`config.mk`:
```
export PLATFORM = sky130hd
export DESIGN_NAME = cnu_min_seq
export DESIGN_NICKNAME = d
export VERILOG_FILES = /design/src/rtl/cnu_pkg.sv /design/src/rtl/cnu_merge2.sv /design/src/rtl/cnu_min_seq.sv
export SDC_FILE = /design/constraint.sdc
export NUM_CORES = 1
export LEC_CHECK = 0
export CAP_MARGIN = 10
export CORE_MARGIN = 4
export CORE_UTILIZATION = 41
export CTS_CLUSTER_DIAMETER = 150
export DETAILED_ROUTE_END_ITERATION = 12
export HOLD_SLACK_MARGIN = 0.05
export MAX_ROUTING_LAYER = met4
export PLACE_DENSITY = 0.71
export SYNTH_ARGS = -nofsm -noshare
export SYNTH_HDL_FRONTEND = slang
export SYNTH_SLANG_ARGS = --single-unit
```
`constraint.sdc`:
```
create_clock -name clk -period 16.38 [get_ports clk]
set_input_delay 1.638 -clock clk [delete_from_list [all_inputs] [get_ports clk]]
set_output_delay 1.638 -clock clk [all_outputs]
set_load 0.02 [all_outputs]
```
`src/rtl/cnu_pkg.sv`:
```
// Shared constants, state type and helpers for the serial min-sum check-node sequencer.
package cnu_pkg;

    localparam int GRP = 3;

    typedef enum logic [1:0] {
        IDLE = 2'd0,
        ACC  = 2'd1,
        HOLD = 2'd2
    } state_e;

    // All-ones magnitude of width w; callers slice the low w bits.
    function automatic logic [31:0] mag_max(input int w);
        if (w >= 32) begin
            return '1;
        end
        return (32'd1 << w) - 32'd1;
    endfunction

endpackage

```
`src/rtl/cnu_merge2.sv`:
```
// Merges a running (min1, min2, idx) triple with one beat's sorted (b1, b2, bidx) triple.
module cnu_merge2 #(
    parameter int DATA_W = 9,
    parameter int IDX_W  = 5
) (
    input  logic [DATA_W-1:0] r1_i,
    input  logic [DATA_W-1:0] r2_i,
    input  logic [IDX_W-1:0]  ridx_i,
    input  logic [DATA_W-1:0] b1_i,
    input  logic [DATA_W-1:0] b2_i,
    input  logic [IDX_W-1:0]  bidx_i,
    output logic [DATA_W-1:0] m1_o,
    output logic [DATA_W-1:0] m2_o,
    output logic [IDX_W-1:0]  midx_o
);

    // Strict compares keep the earlier global index on ties.
    always_comb begin
        m1_o   = r1_i;
        m2_o   = r2_i;
        midx_o = ridx_i;
        if (b1_i < r1_i) begin
            m1_o   = b1_i;
            midx_o = bidx_i;
            m2_o   = (b2_i < r1_i) ? b2_i : r1_i;
        end else begin
            m2_o   = (b1_i < r2_i) ? b1_i : r2_i;
        end
    end

endmodule

```
`src/rtl/cnu_min_seq.sv`:
```
// Serial min-sum check-node sequencer: tracks min1/min2/idx over a row of 3-lane beats.
// Optional lane sign tracking (in_sign/out_sign) is compiled in with CNU_SIGN_EN.
//
// state | meaning
// IDLE  | waiting for first beat of a row
// ACC   | row in progress, running minima valid
// HOLD  | row result presented on out_*, input stalled
module cnu_min_seq
    import cnu_pkg::*;
#(
    parameter int DATA_W    = 9,
    parameter int MAX_BEATS = 8,
    parameter int IDX_W     = 5
) (
    input  logic                  clk,
    input  logic                  rst_n,
    input  logic                  in_valid,
    output logic                  in_ready,
    input  logic [GRP*DATA_W-1:0] in_data,
    input  logic [GRP-1:0]        in_mask,
    input  logic                  in_last,
`ifdef CNU_SIGN_EN
    input  logic [GRP-1:0]        in_sign,
    output logic                  out_sign,
`endif
    output logic                  out_valid,
    input  logic                  out_ready,
    output logic [DATA_W-1:0]     out_min1,
    output logic [DATA_W-1:0]     out_min2,
    output logic [IDX_W-1:0]      out_idx,
    output logic                  out_ovf
);

    localparam int                CNT_W    = $clog2(MAX_BEATS + 1);
    localparam logic [31:0]       MAG_ALL  = mag_max(DATA_W);
    localparam logic [DATA_W-1:0] MAG_ONES = MAG_ALL[DATA_W-1:0];

    state_e            state_q, state_d;
    logic [CNT_W-1:0]  beat_q, beat_d;
    logic [DATA_W-1:0] r1_q, r1_d, r2_q, r2_d;
    logic [IDX_W-1:0]  ridx_q, ridx_d;
    logic [DATA_W-1:0] min1_q, min1_d, min2_q, min2_d;
    logic [IDX_W-1:0]  idx_q, idx_d;
    logic              ovf_q, ovf_d;

    logic [DATA_W-1:0] lane_v [GRP];
    logic [DATA_W-1:0] b1, b2;
    logic [1:0]        lane_sel;
    logic [IDX_W-1:0]  bidx;
    logic [DATA_W-1:0] m1, m2;
    logic [IDX_W-1:0]  midx;
    logic              accept;
    logic [CNT_W-1:0]  beat_nxt;
    logic              at_max;

    // Masked lanes read as all-ones so they can never take min1.
    always_comb begin
        for (int k = 0; k < GRP; k++) begin
            lane_v[k] = in_mask[k] ? in_data[k*DATA_W +: DATA_W] : MAG_ONES;
        end
    end

    always_comb begin
        lane_sel = 2'd0;
        b1       = lane_v[0];
        b2       = (lane_v[1] < lane_v[2]) ? lane_v[1] : lane_v[2];
        if (lane_v[0] <= lane_v[1] && lane_v[0] <= lane_v[2]) begin
            lane_sel = 2'd0;
            b1       = lane_v[0];
            b2       = (lane_v[1] < lane_v[2]) ? lane_v[1] : lane_v[2];
        end else if (lane_v[1] <= lane_v[2]) begin
            lane_sel = 2'd1;
            b1       = lane_v[1];
            b2       = (lane_v[0] < lane_v[2]) ? lane_v[0] : lane_v[2];
        end else begin
            lane_sel = 2'd2;
            b1       = lane_v[2];
            b2       = (lane_v[0] < lane_v[1]) ? lane_v[0] : lane_v[1];
        end
    end

    assign bidx = IDX_W'(32'(beat_q) * GRP + 32'(lane_sel));

    cnu_merge2 #(
        .DATA_W (DATA_W),
        .IDX_W  (IDX_W)
    ) u_merge (
        .r1_i   (r1_q),
        .r2_i   (r2_q),
        .ridx_i (ridx_q),
        .b1_i   (b1),
        .b2_i   (b2),
        .bidx_i (bidx),
        .m1_o   (m1),
        .m2_o   (m2),
        .midx_o (midx)
    );

    assign in_ready  = (state_q != HOLD);
    assign out_valid = (state_q == HOLD);
    assign accept    = in_valid && in_ready;
    assign beat_nxt  = beat_q + CNT_W'(1);
    assign at_max    = (beat_nxt == CNT_W'(MAX_BEATS));

`ifdef CNU_SIGN_EN
    logic rsign_q, rsign_d, osign_q, osign_d;
    logic bsign;
    assign bsign    = ^(in_sign & in_mask);
    assign out_sign = osign_q;
`endif

    always_comb begin
        state_d = state_q;
        beat_d  = beat_q;
        r1_d    = r1_q;
        r2_d    = r2_q;
        ridx_d  = ridx_q;
        min1_d  = min1_q;
        min2_d  = min2_q;
        idx_d   = idx_q;
        ovf_d   = ovf_q;
`ifdef CNU_SIGN_EN
        rsign_d = rsign_q;
        osign_d = osign_q;
`endif
        case (state_q)
            IDLE, ACC: begin
                if (accept) begin
                    if (in_last || at_max) begin
                        state_d = HOLD;
                        min1_d  = m1;
                        min2_d  = m2;
                        idx_d   = midx;
                        ovf_d   = at_max && !in_last;
                        beat_d  = '0;
                        r1_d    = MAG_ONES;
                        r2_d    = MAG_ONES;
                        ridx_d  = '0;
`ifdef CNU_SIGN_EN
                        osign_d = rsign_q ^ bsign;
                        rsign_d = 1'b0;
`endif
                    end else begin
                        state_d = ACC;
                        beat_d  = beat_nxt;
                        r1_d    = m1;
                        r2_d    = m2;
                        ridx_d  = midx;
`ifdef CNU_SIGN_EN
                        rsign_d = rsign_q ^ bsign;
`endif
                    end
                end
            end
            HOLD: begin
                if (out_ready) begin
                    state_d = IDLE;
                end
            end
            default: state_d = IDLE;
        endcase
    end

    always_ff @(posedge clk) begin
        if (!rst_n) begin
            state_q <= IDLE;
            beat_q  <= '0;
            r1_q    <= MAG_ONES;
            r2_q    <= MAG_ONES;
            ridx_q  <= '0;
            min1_q  <= '0;
            min2_q  <= '0;
            idx_q   <= '0;
            ovf_q   <= 1'b0;
`ifdef CNU_SIGN_EN
            rsign_q <= 1'b0;
            osign_q <= 1'b0;
`endif
        end else begin
            state_q <= state_d;
            beat_q  <= beat_d;
            r1_q    <= r1_d;
            r2_q    <= r2_d;
            ridx_q  <= ridx_d;
            min1_q  <= min1_d;
            min2_q  <= min2_d;
            idx_q   <= idx_d;
            ovf_q   <= ovf_d;
`ifdef CNU_SIGN_EN
            rsign_q <= rsign_d;
            osign_q <= osign_d;
`endif
        end
    end

    assign out_min1 = min1_q;
    assign out_min2 = min2_q;
    assign out_idx  = idx_q;
    assign out_ovf  = ovf_q;

endmodule

```
==> metrics.md, run 1 <==
| Metric | Value |
|---|---|
| Status | complete, no violations |
| Post-synth top area share | 21.4% |
| Relative slew slack | 16.2% |
| Worst path slowest cell | a211o_1 |
| Skew-Pair Late Insertion Delay | 300 ps |
| Post-layout min period | 8110 ps |
| Clock transition at path regs | 70 ps |
| Clock skew | 9.15 ps |
| First-pass GRT wire length | 25000 um |
| Vias in the first global route | 4747 |
| Synth warn | 0 |
| Initial Util | 42.6% |
| Antenna viol nets, final | 0 |
| Core area | 0.0116 mm2 |
| Worst Setup Slack, final | 8270 ps |
| Netlist Area Pre-Place | 0.00495 mm2 |
| Vias/cell | 6.07 |
| Routed via count | 4959 |
| Hold Buf Count CTS | 0 |
| Top cells by area, synth | dfxtp_1 21%, ha_1 13%, mux2i_1 10% |
| Finished Core Util | 49.6% |
| Post-synth EDFFs | 0 |
| Fin crit share | 49.5% |
| Register area share after synthesis | 21.4% |
| WS Path Type | in -> reg |
| Die Wd | 118 um |
| Top_reg_cell synth | dfxtp_1 |
| Overall routed net length | 15000 um |
| Post-synthesis async set-or-reset flop share | 0% |
| Clock group share of total power | 17.3% |
| DP Worst Slack | 8020 ps |
| Power Total | 619 uW |
| Detailed placement HPWL | 11800 um |
| Crit Path Max Fanout | 28 |
| Register bit total from synthesis | 53 |
| Distinct cells, synth | 62 |
| RSZ-0062 raised after global routing | no |
| Root buf cell | clkbuf_16 |
| Routability Congestion | 0.927 |
| GRT overflow | 0 |
| Clock sinks | 53 |
| Setup violators final | 0 |
| Pre-antenna DRT Iters | 5 |
| Switching share of power | 45.7% |
| Peak Freq | 123 MHz |
| CP endpoint kind | register |
| Area leader, netlist | dfxtp_1 |
| Final nets | 763 |
| Avg Cell Area, Syn | 7.82 um2 |
| DRC viols | 0 |
| DRT iter0 DRCs | 452 |
| Mapped Nets | 723 |
| Post-CTS setup buffers | 0 |
| Number of cell rows | 39 |
| CTS max path bufs | 2 |
| Max stage delay on crit path | 800 ps |
| Buffers added on ports | 60 |
| Cts bufs inserted | 5 |
| Max-cap violations | 0 |
| Most frequent cells in the layout | 60 x a21oi_1, 60 x clkdlybuf4s50_1, 53 x ha_1, 53 x dfxtp_1, 52 x inv_1 |
| DR WL/cell | 18.4 um |
| Pint | 336 uW |
| Seq pwr share | 27.1% |
| R2r setup slk | 12890 ps |
| Mapped Cells | 633 |
| TritonCTS clock tree | built |
| Die area | 0.0139 mm2 |
| Crit-path cells | clkdlybuf4s50_1, nor2b_1, inv_1, ha_1, nand4_1, a211oi_1, nor3b_1, a211o_1, mux2i_1, inv_1, ha_1, a2111oi_0, o21ai_0, a221oi_1, buf_4, and2_1, a21o_1, nand3_1, o211ai_1 |
| Crit path max-delay family | compound AO/OA/AOI/OAI gates |
| H-tree Lvls | 2 |
| Total GRT Usage | 22.1% |
| I/O pins | 61 |
| Initial antenna violation count | 0 |
| Max-slew violation count | 0 |
| Worst vdd ir | 0.0687 mV |
| Die Height | 118 um |
| WP data arrival | 8320 ps |
| Synth-to-layout area growth | 16.4% |
| Ratio of cells with drive above 1 in the final layout | 4.60% |
| Layout fillers | 1128 |
| Min-delay worst type | reg -> reg |
| PwrDens | 107 mW/mm2 |
| Diodes inserted | 0 |
| Combinational share of power | 55.6% |
| Post-CTS resize count | 0 |
| Switching pwr | 283 uW |
| Final Hold Viols | 0 |
| Largest net degree at the start of global routing | 29 |
| Total leakage power | 0.00250 uW |
| Crit path required time | 16590 ps |
| Setup TNS | 0 ps |
| Placed Area | 0.00562 mm2 |
| Worst-Margin Slew | 1250 ps |
| CP Launch Type | input pin |
| Layout Cell Area excl Fill | 0.00576 mm2 |
| CP Buf/Inv Count | 4 |
per-stage QoR:
step                      hold slack, ps  instances
final                                472        817
after global placement               454        809
after detailed placement             465        809
after floorplan                      440        633
after CTS                            476        817
after global routing                 505        817
synthesized netlist by cell type (9+ instances only):
cell type,number
dfxtp_1,53
nand3_1,15
nor2_1,46
o311ai_0,9
nor2b_1,17
ha_1,53
a211oi_1,11
a21o_1,10
nand2b_1,16
o21ai_0,33
clkbuf_1,21
o211ai_1,38
inv_1,52
nand2_1,48
mux2i_1,50
a21oi_1,60
registers in the layout, summed over array words and instances, names as in the netlist:
| name | cells |
|---|---|
| out_min1 | 9 |
| out_min2 | 9 |
| r1_q | 9 |
| r2_q | 9 |
| out_idx | 5 |
| ridx_q | 5 |
| beat_q | 4 |
| state_q | 2 |
| out_ovf | 1 |
metal layers:
layer  GRT usage (%)  wire (um)  vias to the layer above
li1                -          -                     2409
met1            31.1       7100                     2368
met2            34.2       6830                      165
met3            3.08        929                       17
met4            4.25        178                        0
met5               -          0                        -
power by group through the flow:
stage / sequential, uW / combinational (uW) / clock, uW
6_report: 168 / 344 / 107
3_3_place_gp: 168 / 330 / 0
3_5_place_dp: 169 / 337 / 0
2_1_floorplan: 177 / 233 / 0
4_1_cts: 167 / 339 / 109
5_1_grt: 170 / 377 / 116
area by class of cell:
| cell class | count | area (um2) | share of cell area, % |
|---|---|---|---|
| Clock buffer | 6 | 129 | 2.24 |
| Clock inverter | 2 | 13.8 | 0.239 |
| Inverter | 52 | 195 | 3.39 |
| Multi-Input combinational cell | 495 | 3530 | 61.4 |
| Sequential cell | 53 | 1060 | 18.4 |
| Tap cell | 143 | 179 | 3.11 |
| Timing Repair Buffer | 66 | 646 | 11.2 |
cell families after synthesis:
group                    count (synthesis)  share of synthesized area (%)
AND/OR/NAND/NOR                        179                           18.1
flip-flops                              53                           21.4
adder cells (fa/ha/maj)                 55                           14.2
buffers and inverters                   85                           7.21
AO/OA/AOI/OAI                          202                           27.2
XOR/XNOR                                 5                          0.885
multiplexers                            54                           11.0
final timing paths:
kind / from / cells past startpoint / end
setup reg to reg: r1_q[4]$_SDFFE_PN1P_ / 10 / out_min2[4]$_SDFFE_PN0P_
setup / recovery: in_mask[0] / 19 / out_min2[4]$_SDFFE_PN0P_
hold reg to reg: state_q[1]$_SDFFE_PN0P_ / 1 / state_q[0]$_SDFFE_PN0P_
hold / removal: state_q[1]$_SDFFE_PN0P_ / 1 / state_q[0]$_SDFFE_PN0P_
(Power assumes the default switching activity.)
==> inputs of run 2 (changes only) <==
- clock period: 16.38 -> 7.9 ns (I/O delays scaled with it)
==> run 2 against run 1 <==
Net effect: combinational power rose by 110%; final area rose by 2.2%; register-to-register slack worse by 8200 ps; power up 120%; cell count up 1.2%; critical path type unchanged; die area unchanged; sequential power increased by 110%; largest power group unchanged; critical endpoint is now out_min2[3]$_SDFFE_PN0P_; first-iteration DRC count shrank 30%; utilization grew 1.1 points.
==> metrics.md, run 2 (synthesis gave the netlist of run 1 again) <==
| Metric | Value |
|---|---|
| Crit path required time | 8110 ps (-8480 ps) |
| Detailed placement HPWL | 11900 um (+0.18%) |
| WS Path Type | in -> reg |
| TritonCTS clock tree | built |
| R2R cell count | 11 (+1) |
| Final Hold Viols | 0 (unchanged) |
| WHS Endpoint | state_q[0]$_SDFFE_PN0P_ |
| Final nets | 773 (+1.3%) |
| Cts bufs inserted | 5 (unchanged) |
| Worst vdd ir | 0.131 mV (+91%) |
| Worst-Margin Slew | 1060 ps (-191 ps) |
| Routed via count | 4905 (-1.1%) |
| Min-delay worst type | reg -> reg |
| Overall routed net length | 14700 um (-2.0%) |
| Setup TNS | 0 ps (unchanged) |
| Worst hold start | state_q[1]$_SDFFE_PN0P_ |
| Total GRT Usage | 21.9% (-0.25 points) |
| Die Height | 118 um (unchanged) |
| Setup violators final | 0 (unchanged) |
| WP data arrival | 7250 ps (-1070 ps) |
| Root buf cell | clkbuf_16 |
| Initial Util | 42.6% (unchanged) |
| Final Non-Filler Cells | 827 (+1.2%) |
| FF/Latch Area | 0.00106 mm2 (unchanged) |
| Initial antenna violation count | 0 (unchanged) |
| Hold Crit Depth | 1 (unchanged) |
| Peak Freq | 142 MHz |
| GRT overflow | 0 (unchanged) |
| Max-slew violation count | 0 (unchanged) |
| DR WL met2 | 6670 um (-2.3%) |
| I/O pins | 61 (unchanged) |
| Largest net degree at the start of global routing | 29 (unchanged) |
| Post-CTS setup buffers | 0 (unchanged) |
| RSZ-0062 raised after global routing | no |
| Number of cell rows | 39 (unchanged) |
| DRC viols | 0 (unchanged) |
| Relative slew slack | 29.0% (+13 points) |
| Placed Area | 0.00569 mm2 (+1.3%) |
| Fin crit share | 89.1% |
| Clock sinks | 53 (unchanged) |
| Clock transition at path regs | 70 ps (about the same) |
| Buffers added on ports | 60 (unchanged) |
| Area of the multi-input gates | 0.00353 mm2 (unchanged) |
| Start of the worst register-to-register path | r1_q[4]$_SDFFE_PN1P_ |
| CP endpoint kind | register |
| Crit path from | in_mask[0] |
| Core area | 0.0116 mm2 (unchanged) |
| Die area | 0.0139 mm2 (unchanged) |
| Post-CTS resize count | 0 (unchanged) |
| DR WL/cell | 17.8 um (-3.2%) |
| RR Endpoint | out_min2[3]$_SDFFE_PN0P_ |
| H-tree Lvls | 2 (unchanged) |
| Antenna viol nets, final | 0 (unchanged) |
| Die Wd | 118 um (unchanged) |
| Layout fillers | 1127 (-0.089%) |
| Pre-antenna DRT Iters | 5 (unchanged) |
| DR top layer | met4 |
| Crit Path Max Fanout | 28 (unchanged) |
| Hold Buf Count CTS | 0 (unchanged) |
| Post-layout min period | 7040 ps |
| Total leakage power | 0.00258 uW (+2.9%) |
| PwrDens | 229 mW/mm2 (+110%) |
| First-pass GRT wire length | 24600 um (-1.5%) |
| CP Launch Type | input pin |
| Layout Cell Area excl Fill | 0.00588 mm2 (+2.2%) |
| DRT iter0 DRCs | 318 (-30%) |
| CTS max path bufs | 2 (unchanged) |
| Most frequent cells in the layout | 60 x a21oi_1, 60 x clkdlybuf4s50_1, 53 x ha_1, 53 x dfxtp_1, 52 x inv_1 |
| Routability Congestion | 0.967 (+4.3%) |
| Vias in the first global route | 4842 (+2.0%) |
| Clock skew | 7.49 ps (-1.65 ps) |
| Synth-to-layout area growth | 18.9% |
| Hold WS | 469 ps (-3.13 ps) |
| Met3 routed WL | 831 um (-11%) |
| Max-cap violations | 0 (unchanged) |
| Diodes inserted | 0 (unchanged) |
| Power Total | 1350 uW (+120%) |
| Skew-Pair Late Insertion Delay | 300 ps (about the same) |
| Dpl cells | 819 (+1.2%) |
| Status | complete, no violations |
| M1 wire length | 7010 um (-1.3%) |
| Vias/cell | 5.93 (-2.3%) |
| Ratio of cells with drive above 1 in the final layout | 6.14% (+1.5 points) |
| R2r setup slk | 4730 ps (-8160 ps) |
-- run 2: changes by cell type in the layout (fill, tap and decap cells not counted) --
cell,before,now
buf_4,6,16
clkinv_2,1,0
clkbuf_1,1,0
bufinv_16,0,2
-- run 2: worst max-delay path, cell delays in order --
cell and delay, ps:
clkdlybuf4s50_1 770, nor2b_1 290, inv_1 130, ha_1 350, nand4_1 170, a211oi_1 310, nor3b_1 440, a211o_1 810
mux2i_1 470, inv_1 140, ha_1 320, a2111oi_0 370, o21ai_0 160, a221oi_1 260, buf_4 260, and2_1 260
a21o_1 110, buf_4 230, nand3_1 310, o211ai_1 270
-- run 2: report_power, final --
part	switching, uW	internal, uW
Clock	103	183
Combinational	436	278
Sequential	38.1	310
-- run 2: layout make-up --
type                    count  share of cell area (%)
flip-flops and latches     53                    18.0
repair buffers             76                    12.2
well taps                 143                    3.04
clock inverters             3                    1.17
inverters                  52                    3.32
clock buffers               5                    2.13
multi-input cells         495                    60.1
-- run 2: per-layer routing --
layer / up-vias / track usage [%]
met1: 2312 / 29.7
met4: 0 / 5.13
li1: 2429 / -
met5: - / -
met2: 143 / 34.2
met3: 21 / 3.75
-- run 2: metrics by stage --
| stage | util [%] | worst slack (ps) |
|---|---|---|
| finish | 50.7 | 861 |
| global route | 50.7 | 191 |
| CTS | 50.7 | 962 |
| detailed placement | 49.0 | 681 |
| global placement | 49.0 | 910 |
| floorplan | - | 2100 |
-- run 2: how the worst max path moves through the flow --
stage / cells past startpoint / to / slack [ps]
2_1_floorplan: 24 / r2_q[7]$_SDFFE_PN1P_ / 2100
3_3_place_gp: 21 / out_min2[8]$_SDFFE_PN0P_ / 910
3_5_place_dp: 20 / out_min2[3]$_SDFFE_PN0P_ / 680
4_1_cts: 20 / out_min2[3]$_SDFFE_PN0P_ / 960
5_1_grt: 20 / out_min2[6]$_SDFFE_PN0P_ / 190
6_report: 20 / out_min2[3]$_SDFFE_PN0P_ / 860
==> inputs of run 3 (changes only) <==
==> constraint.sdc (replaced) <==
create_clock -name clk -period 7.9 [get_ports clk]
set_input_delay 0.79 -clock clk [delete_from_list [all_inputs] [get_ports clk]]
set_output_delay 0.79 -clock clk [all_outputs]
set_load 0.1 [all_outputs]
==> results of run 3 <==
The final DEF is identical to that of run 2. Status: complete, no violations.
Main changes from that run: total power 1350 uW -> 1480 uW; worst IR drop on VDD 0.131 mV -> 0.193 mV
